<file path="config.mk">
export PLATFORM = sky130hd
export DESIGN_NAME = pipeline_hazard_ctrl
export DESIGN_NICKNAME = d
export VERILOG_FILES = /design/src/rtl/pipeline_hazard_ctrl.sv
export SDC_FILE = /design/constraint.sdc
export NUM_CORES = 1
export LEC_CHECK = 0
export ABC_AREA = 1
export CAP_MARGIN = 20
export CORE_MARGIN = 4
export CORE_UTILIZATION = 50
export DETAILED_ROUTE_END_ITERATION = 8
export PLACE_DENSITY = 0.83
export SYNTH_ARGS = -nofsm -noshare
export SYNTH_HDL_FRONTEND = slang
export SYNTH_SLANG_ARGS = --single-unit
</file>
<file path="constraint.sdc">
create_clock -name clock -period 3.3 [get_ports clock]
set_input_delay 0.66 -clock clock [delete_from_list [all_inputs] [get_ports clock]]
set_output_delay 0.66 -clock clock [all_outputs]
set_load 0.02 [all_outputs]
</file>
<file path="src/rtl/pipeline_hazard_ctrl.sv">
// Stall/flush controller for the five-stage pipeline.
// Handles load-use, taken-branch and multi-cycle memory hazards.
module pipeline_hazard_ctrl #(
    parameter int MEM_LATENCY = 1,
    parameter int CNT_W       = 16
) (
    input  logic             clock,
    input  logic             reset,
    input  logic             id_valid,
    input  logic [4:0]       id_rs,
    input  logic [4:0]       id_rt,
    input  logic             id_use_rs,
    input  logic             id_use_rt,
    input  logic             ex_valid,
    input  logic [4:0]       ex_rd,
    input  logic             ex_mem_read,
    input  logic             ex_branch_taken,
    input  logic             mem_valid,
    input  logic             mem_access,
    output logic             stall_if,
    output logic             stall_id,
    output logic             stall_ex,
    output logic             stall_mem,
    output logic             flush_id,
    output logic             flush_ex,
    output logic             bubble_wb,
    output logic             busy,
    output logic [CNT_W-1:0] stall_count,
    output logic [CNT_W-1:0] flush_count
);

    typedef enum logic {
        RUN      = 1'b0,
        MEM_WAIT = 1'b1
    } state_t;

    localparam bit MULTI = (MEM_LATENCY > 1);
    localparam logic [3:0] WINIT =
        MULTI ? 4'(MEM_LATENCY - 2) : 4'd0;

    state_t     state, state_nx;
    logic [3:0] wcnt, wcnt_nx;
    logic       mem_start, mem_hold;
    logic       rs_hit, rt_hit;
    logic       load_use, br;

    assign mem_start = (state == RUN) && mem_valid
                       && mem_access && MULTI;
    assign mem_hold  = mem_start
                       || ((state == MEM_WAIT) && (wcnt != 4'd0));
    assign rs_hit    = id_use_rs && (id_rs == ex_rd);
    assign rt_hit    = id_use_rt && (id_rt == ex_rd);
    assign load_use  = id_valid && ex_valid && ex_mem_read
                       && (ex_rd != 5'd0) && (rs_hit || rt_hit);
    assign br        = ex_valid && ex_branch_taken;

    // Strobe decode: memory hold beats branch beats load-use.
    always_comb begin
        stall_if  = 1'b0;
        stall_id  = 1'b0;
        stall_ex  = 1'b0;
        stall_mem = 1'b0;
        flush_id  = 1'b0;
        flush_ex  = 1'b0;
        bubble_wb = 1'b0;
        busy      = (state == MEM_WAIT) && !reset;
        if (!reset) begin
            if (mem_hold) begin
                stall_if  = 1'b1;
                stall_id  = 1'b1;
                stall_ex  = 1'b1;
                stall_mem = 1'b1;
                bubble_wb = 1'b1;
            end else if (br) begin
                flush_id  = 1'b1;
                flush_ex  = 1'b1;
            end else if (load_use) begin
                stall_if  = 1'b1;
                stall_id  = 1'b1;
                flush_ex  = 1'b1;
            end
        end
    end

    // Next state and wait counter for multi-cycle accesses.
    always_comb begin
        state_nx = state;
        wcnt_nx  = wcnt;
        case (state)
            RUN: begin
                if (mem_start) begin
                    state_nx = MEM_WAIT;
                    wcnt_nx  = WINIT;
                end
            end
            MEM_WAIT: begin
                if (wcnt != 4'd0) wcnt_nx  = wcnt - 4'd1;
                else              state_nx = RUN;
            end
            default: state_nx = RUN;
        endcase
    end

    // State register.
    always_ff @(posedge clock) begin
        if (reset) begin
            state <= RUN;
            wcnt  <= 4'd0;
        end else begin
            state <= state_nx;
            wcnt  <= wcnt_nx;
        end
    end

    // Saturating debug statistics.
    always_ff @(posedge clock) begin
        if (reset) begin
            stall_count <= '0;
            flush_count <= '0;
        end else begin
            if (stall_if && (stall_count != '1))
                stall_count <= stall_count + 1'b1;
            if (br && !mem_hold && (flush_count != '1))
                flush_count <= flush_count + 1'b1;
        end
    end

endmodule

</file>
## Word level (Yosys, flattened, before mapping)

Index checks and enable logic that the tools add are counted.

| word-level totals | value |
|---|---|
| flip-flop bits (word level) | 37 |
| input bits | 25 |
| output and inout port bits | 40 |
| logic and storage cells | 47 |

| operators by class | value |
|---|---|
| add/subtract/negate cells | 3 |
| equality and inequality tests | 5 |
| mux-type cells | 16 |
| bitwise gates (word level) | 1 |
| reductions and logical operators | 18 |

Operators with widths:

| cell | number |
|---|---|
| 16-bit by 1-bit adder with 16-bit output, second input constant | 2 |
| 16-bit inequality test, second input constant | 2 |
| 1-bit 2-to-1 mux | 13 |
| 1-bit logical AND | 12 |
| 5-bit equality test | 2 |
| 4-bit 2-to-1 mux | 2 |
| 5-bit nonzero test | 1 |
| 4-bit nonzero test | 1 |
| 4-bit by 1-bit subtractor with 4-bit output, second input constant | 1 |
| 1-bit zero test | 2 |
| 2-bit by 1-bit inequality test with 1-bit output, second input constant | 1 |
| 1-bit case mux with 2 select lines | 1 |
| 2-bit AND reduction | 1 |
| 1-bit logical OR | 1 |
| 1-bit NOT | 1 |

## Depth between registers and ports, before layout

Gate-level depths: netlist (run 1).

| depth | value |
|---|---|
| depth after elaboration | 9 |
| depth in mapped cells | 12 |
| depth with buffers taken out | 11 |

## Least setup slack after synthesis (run 1)

OpenSTA, ideal clock, no wires.

| timing | value |
|---|---|
| kind | input to output |
| start | input port ex_rd[2] |
| end | output port stall_if |
| arrival time | 1,591 ps |
| required time | 2,640 ps |
| path slack | 1,049 ps |
| stages on the path | 9 |
| buffers on the path | 3 |
| cells stage by stage | inv_1 > nand4_1 > o21ai_0 > inv_1 > nand3_1 > nand2_2 > buf_6 > buf_6 > buf_4 |

| on the way | value |
|---|---|
| cells in the longest elaborated chain, start to end | 8 |
| elaborated cells between the ends (all ways) | 12 |
| classes of those cells | eq/ne (2); mux (4); reduce/logical (6) |

RTL lines:

| what | RTL line | text |
|---|---|---|
| from (decl) | 15 | `input logic [4:0] ex_rd,` |
| 5-bit equality test (on tied branches) | 51, 52 |  |
| 1-bit logical AND (on tied branches) | 51, 52 |  |
| 1-bit logical OR | 54 | `&& (ex_rd != 5'd0) && (rs_hit \|\| rt_hit);` |
| 1-bit logical AND * | 54 |  |
| 1-bit 2-to-1 mux * (4 in series) | - |  |
| to (decl) | 20 | `output logic stall_if,` |

Every way passes the cells marked *; elsewhere a longest branch is shown, timed or not.

## Final worst setup path (run 1)

| timing | value |
|---|---|
| start | input port ex_rd[4] |
| end | output port flush_ex |

| on the way | value |
|---|---|
| cells in the longest elaborated chain, start to end | 8 |
| elaborated cells between the ends (all ways) | 12 |
| classes of those cells | eq/ne (2); mux (4); reduce/logical (6) |

RTL lines:

| what | RTL line | text |
|---|---|---|
| 5-bit equality test (on tied branches) | 51, 52 |  |
| 1-bit logical AND (on tied branches) | 51, 52 |  |
| 1-bit logical OR | 54 |  |
| 1-bit logical AND * | 54 |  |
| 1-bit 2-to-1 mux * | 77 | `end else if (load_use) begin` |
| 1-bit 2-to-1 mux * | 74 | `end else if (br) begin` |
| 1-bit 2-to-1 mux * | 68 | `if (mem_hold) begin` |
| 1-bit 2-to-1 mux * | 67 | `if (!reset) begin` |
| to (decl) | 25 | `output logic flush_ex,` |

Marked as above.

==> metrics.txt, run 1 <==
status complete, no violations; CP Launch Type input pin; Starting Density a little over half; critical path endpoint category output pin; num ports 65; largest family of logic cells by synthesized area simple AND/OR/NAND/NOR gates; drt initial violations 131; cell with the most instances after synthesis nand2_1; Inserted Diodes 0; share of cells above drive strength 1 8.47%; die boundary width 77.3 um; Syn Inst Count 354; Mapped Area roughly 2400 um^2; Most common cell on crit path nand2_1; GRT Total Usage 19.3%; core area around 4500 um^2; post-synthesis cell type count 35; first-pass GRT wire length 9720 um; final net count 441; RSZ-0062 raised after global routing false; Hold-fix buffers, CTS 0; final instance area roughly 3100 um^2; post-DP HPWL 4240 um; area of the multi-input gates 1400 um^2; hold path cells 1; setup TNS 0 ps; MaxCap Viol Count 0; CP peak stage delay 640 ps; Post-Synth Simple-Gate Area 37.4%; Critical Path RT 2640 ps; Via density 5.14; CTS sink count 37; antenna violations before repair 0; largest net degree at the start of global routing 21; Post-Synth Adder-Cell Area 1.56%; leak pwr 1.23 nW; flip-flop and latch count after synthesis 37; clock skew 4.72 ps; Post-synth EDFFs 0; Fin Hold WS ~460 ps; Fin. Hold Viols 0; Slew HR roughly 80%; Max Fclk 0.319 GHz; Hold EP wcnt[0]$_SDFFE_PP0P_; DRC Markers 0; Setup CP Type input pin to output pin; H-tree levels 2; # resized after CTS 0; grt total ovfl 0; WL/cell ~12 um; CP Cell Sequence clkdlybuf4s50_1 -> inv_1 -> nand2_1 -> nand2_1 -> nor2_1 -> nand3_1 -> nand2_1 -> a21oi_1 -> nor3_1 -> clkdlybuf4s50_1; cell family with most CP delay buffers and inverters; main flop type after synthesis dfxtp_1; cts bufs inserted 5; ys async rst share 0%; Syn Nets about 380; Cell Area, Placed approximately 3000 um^2; Compound-Gate Fraction of Synth Area 10.9%; Pwr Density 276 nW/um^2; P&R area growth vs syn 28.0%; area share of the largest cell type after synthesis 30.9%; XOR/XNOR share of the synthesized area 8.39%; fill cell count 399; postcts setup bufs 0; hold path startpoint wcnt[0]$_SDFFE_PP0P_; final setup fails 0; crit path buf inv count 3; Synth top cells by count 99 x nand2_1, 37 x dfxtp_1, 37 x nand3_1, 36 x nor2_1, 34 x inv_1; clock transition at the registers of the reported paths 70 ps; Slowest-stage cell, CP clkdlybuf4s50_1; Worst Path Arrival 2480 ps; register area share after synthesis 30.9%; peak fanout along the critical path 4; Slew Limit Fails 0; HP Class flop to flop; top post-synthesis cells by area dfxtp_1 31%, nand2_1 15%, nand3_1 7.7%, a21oi_1 5.8%, nor2_1 5.6%; Root Driver clkbuf_8; First-pass DRT Iterations 7; # port buffers 62; worst-skew pair later-pin latency about 280 ps; Routed WL 5530 um; crit path time final roughly 3100 ps; vias in the first global route 2221; synthesis warning total 0; period utilisation layout 95.1%; placed insts 458; std cell rows 24; area leader, netlist dfxtp_1; r2r startpoint wcnt[0]$_SDFFE_PP0P_; die area 5970 um^2; routed vias 2392; Max VDD drop between 0.1 and 0.15 mV; mux share of post-synthesis cell area 0%; final non-filler cell total 465; Register Area 741 um^2; R2R cell count 9; GP Congestion 0.884; Worst-Margin Slew 297 ps; reg-to-reg slack, setup 1290 ps; Synth Area per Inst 6.78 um^2; CTS tree yes; FF-to-FF End stall_count[8]$_SDFFE_PP0P_; Post-DRT Antenna Nets 0; Die H around 77 um; clk buf depth 2
[placed cells by master, fill, tap and decap left out, types with 3 or more instances in the layout]
cell type        synthesis  final
o21ai_0                  6      6
nor3_1                   5      5
inv_1                   34     34
inv_2                    3      3
buf_4                    3      3
xnor2_1                 14     14
nor2_1                  36     36
nand2_2                  3      3
clkbuf_8                 0      6
nand4_1                  3      3
nor2_2                   4      4
nand3_1                 37     37
xor2_1                   9      9
nand2_1                 99     99
ha_1                     3      3
a21oi_2                  6      6
a21oi_1                 28     28
clkdlybuf4s50_1          0     62
dfxtp_1                 37     37
[worst max path at each step]
stage	cells after the start	slack, ps	end	from
2_1_floorplan	9	1050	stall_if	ex_rd[2]
3_3_place_gp	10	170	flush_ex	ex_rd[4]
3_5_place_dp	10	130	flush_ex	ex_rd[4]
4_1_cts	10	140	flush_ex	ex_rd[4]
5_1_grt	10	0.5	flush_ex	ex_rd[3]
6_report	10	160	flush_ex	ex_rd[4]
[sequential cells by signal, summed over array words and instances (netlist names)]
register	flops
state	1
wcnt	4
stall_count	16
flush_count	16
[area by class of cell]
cell class	count	area share, %
well taps	52	2.12
repair buffers	65	20.9
multi-input cells	267	45.5
clock buffers	7	2.81
flip-flops and latches	37	24.1
inverters	37	4.52
[report_power, final]
group	switching, W	leakage, nW	internal, W
registers	0.00000218	0.298	0.000448
logic	0.0000424	0.883	0.0000415
clock network	0.000149	0.0443	0.000166
total	0.000194	1.23	0.000655
[logic make-up after synthesis]
kind of cell / after synthesis
AO/OA/AOI/OAI: 43
buffers and inverters: 50
adder cells (fa/ha/maj): 3
XOR/XNOR: 23
flip-flops: 37
AND/OR/NAND/NOR: 198
[through the flow]
step | total power (W) | util [%] | setup WS [ps]
after floorplan | 0.000507 | - | 1050
after global placement | 0.000543 | 66.3 | 172
after detailed placement | 0.000545 | 66.3 | 130
after CTS | 0.000857 | 68.2 | 138
after global routing | 0.000891 | 68.2 | 0.470
final | 0.000849 | 68.2 | 162
[routing by layer]
layer  track usage (%)  vias up  wire length (um)
met5                 0        -                 0
met4              5.87        0                62
met3              5.04        5               430
met2              30.8       72              2550
met1              25.5     1072              2480
li1                  -     1243                 -
No activity file was read; power rests on OpenSTA's default activity.
==> run 2, diff against run 1 <==
--- a/config.mk
+++ b/config.mk
@@ -7,10 +7,13 @@
 export LEC_CHECK = 0
 export ABC_AREA = 1
 export CAP_MARGIN = 20
+export CELL_PAD_IN_SITES_DETAIL_PLACEMENT = 0
+export CELL_PAD_IN_SITES_GLOBAL_PLACEMENT = 1
 export CORE_MARGIN = 4
-export CORE_UTILIZATION = 50
+export CORE_UTILIZATION = 36
 export DETAILED_ROUTE_END_ITERATION = 8
-export PLACE_DENSITY = 0.83
+export PLACE_DENSITY = 0.86
+export RECOVER_POWER = 50
 export SYNTH_ARGS = -nofsm -noshare
 export SYNTH_HDL_FRONTEND = slang
 export SYNTH_SLANG_ARGS = --single-unit
==> run 2 against run 1 <==
  * Clock skew up 0.85 ps
  * Via count down 0.54%
  * Largest power group unchanged
  * Core utilization down 20 points
  * Routed wire length up 2.9%
  * Register-to-register slack worse by 340 ps
  * Die area up 35%
  * Clock-buffer cell count up 1
  * Cell count up 6.0%
  * Highest routed layer unchanged
  * Flip-flop and latch count unchanged
  * Sequential share of layout area down 0.19 points
==> metrics.txt, run 2 (synthesized netlist as in run 1, its figures left out) <==
status complete, no violations (unchanged); GRT Total Usage 15.0% (was 19.3%); MaxCap Viol Count 0 (unchanged); CTS sink count 37 (unchanged); Starting Density 37.4% (was 53.3%); H-tree levels 2 (unchanged); Logic pwr share 9.7% (was 9.9%); hold path startpoint wcnt[0]$_SDFFE_PP0P_ (unchanged); Hold EP wcnt[0]$_SDFFE_PP0P_ (unchanged); Fin Hold WS 462 ps (was 463 ps); routed vias 2379 (was 2392); clk buf depth 2 (unchanged); num ports 65 (unchanged); final instance area 3100 um^2 (was 3070 um^2); vias in the first global route 2166 (was 2221); R2R cell count 8 (was 9); sequential fraction of design power 53.5% (was 53.0%); grt total ovfl 0 (unchanged); Slew HR 60.0% (was 80.1%); metal3 WL 326 um (was 430 um); crit path time final 2870 ps (was 3140 ps); period utilisation layout 87.1% (was 95.1%); clock transition at the registers of the reported paths 70 ps (about the same); Worst Path Arrival 2210 ps (was 2480 ps); worst-skew pair later-pin latency 290 ps (was 280 ps); P&R area growth vs syn 29.0% (was 28.0%); Max VDD drop 0.130 mV (was 0.131 mV); final non-filler cell total 493 (was 465); Sw Ratio 24.2% (was 22.8%); WL/cell 11.5 um (was 11.9 um); reg-to-reg slack, setup 950 ps (was 1290 ps); Fin. Hold Viols 0 (unchanged); biggest regs flush_count (16), stall_count (16), wcnt (4) (unchanged); Max Fclk 0.348 GHz (was 0.319 GHz); final net count 443 (was 441); First-pass DRT Iterations 5 (was 7); clock skew 5.57 ps (was 4.72 ps); GP Congestion 0.811 (was 0.884); Internal 0.000638 W (was 0.000655 W); Critical Path RT 2640 ps (about the same); first-pass GRT wire length 9560 um (was 9720 um); FF-to-FF End flush_count[5]$_SDFFE_PP0P_ (was stall_count[8]$_SDFFE_PP0P_); Power Total 0.000842 W (was 0.000849 W); Via density 4.83 (was 5.14); peak fanout along the critical path 2 (was 4); Die H 89.6 um (was 77.3 um); Cell Area, Placed 3030 um^2 (was 2990 um^2); most common cell after layout, fill and taps aside nand2_1 (unchanged); drt initial violations 114 (was 131); DRC Markers 0 (unchanged); Inserted Diodes 0 (unchanged); CTS tree yes (unchanged); Routed WL 5680 um (was 5530 um); cts bufs inserted 5 (unchanged); r2r startpoint wcnt[0]$_SDFFE_PP0P_ (unchanged); die area 8040 um^2 (was 5970 um^2); hold path cells 1 (unchanged); Slew Limit Fails 0 (unchanged); Post-Route M1 WL 2660 um (was 2480 um); HP Class flop to flop (unchanged); # port buffers 62 (unchanged); Setup CP Type input pin to output pin (unchanged); largest net degree at the start of global routing 20 (was 21); CP Launch Type input pin (unchanged); critical path endpoint category output pin (unchanged); setup TNS 0 ps (unchanged); Pwr Density 272 nW/um^2 (was 276 nW/um^2); Root Driver clkbuf_8 (unchanged); RSZ-0062 raised after global routing false (unchanged); std cell rows 29 (was 24); most frequent cells in the layout 100 x nand2_1, 37 x nand3_1, 37 x dfxtp_1, 37 x clkdlybuf4s50_1, 36 x nor2_1 (was 99 x nand2_1, 62 x clkdlybuf4s50_1, 37 x nand3_1, 37 x dfxtp_1, 36 x nor2_1); Worst-Margin Slew 599 ps (was 297 ps); final setup fails 0 (unchanged); leak pwr 1.35 nW (was 1.23 nW); post-DP HPWL 4330 um (was 4240 um); core area 6420 um^2 (was 4500 um^2); die boundary width 89.6 um (was 77.3 um); share of cells above drive strength 1 7.21% (was 8.47%); antenna violations before repair 0 (unchanged); placed insts 485 (was 458); Clk pwr share 36.8% (was 37.1%); Psw 0.000204 W (was 0.000194 W); metal2 WL 2620 um (was 2550 um); Post-DRT Antenna Nets 0 (unchanged); uppermost layer routed met4 (unchanged)
## run 2: cell type report
class                      instances  area (um^2)
clock buffer                       8         80.1
fill                             650         3330
inverter                          37          139
multi-input combinational        267         1380
sequential                        37          741
tap                               77         96.3
timing repair buffer              67          662
## run 2: worst max-delay path: stages
cell,delay (ps)
dlygate4sd3_1,540
nand2_1,90
nor2_1,180
inv_1,60
nor2_1,80
clkdlybuf4s50_1,600
## run 2: metal layers
metal / vias up / GRT usage (%)
met3: 8 / 3.83
met2: 57 / 24.4
li1: 1251 / -
met4: 0 / 5.41
met5: - / 0
met1: 1063 / 19.1
## run 2: worst max-delay path by stage
stage	cells after the start	to	start
after floorplan	9	stall_if	ex_rd[2]
after global placement	10	stall_id	ex_rd[4]
after detailed placement	10	stall_if	ex_rd[3]
after CTS	10	stall_if	ex_rd[3]
after global routing	6	stall_ex	wcnt[0]$_SDFFE_PP0P_
final	6	flush_id	ex_valid
## run 2: timing repair
item                                    CTS  global route
buffers inserted                          0             0
endpoints found under the setup margin    0             3
gates resized for setup                   0             3
hold buffers                              0             0
## run 2: power by group through the flow
| stage | logic, W | registers (W) | clock network (W) |
|---|---|---|---|
| final | 0.0000820 | 0.000450 | 0.000310 |
| after global routing | 0.0000936 | 0.000450 | 0.000334 |
| after CTS | 0.0000860 | 0.000450 | 0.000322 |
| after detailed placement | 0.0000858 | 0.000461 | 0 |
| after global placement | 0.0000853 | 0.000460 | 0 |
| after floorplan | 0.0000444 | 0.000462 | 0 |
## run 2: per-stage QoR
stage	utilization [%]	worst slack, ps
2_1_floorplan	-	1050
3_3_place_gp	47.2	109
3_5_place_dp	47.2	117
4_1_cts	48.5	114
5_1_grt	48.2	282
6_report	48.2	426
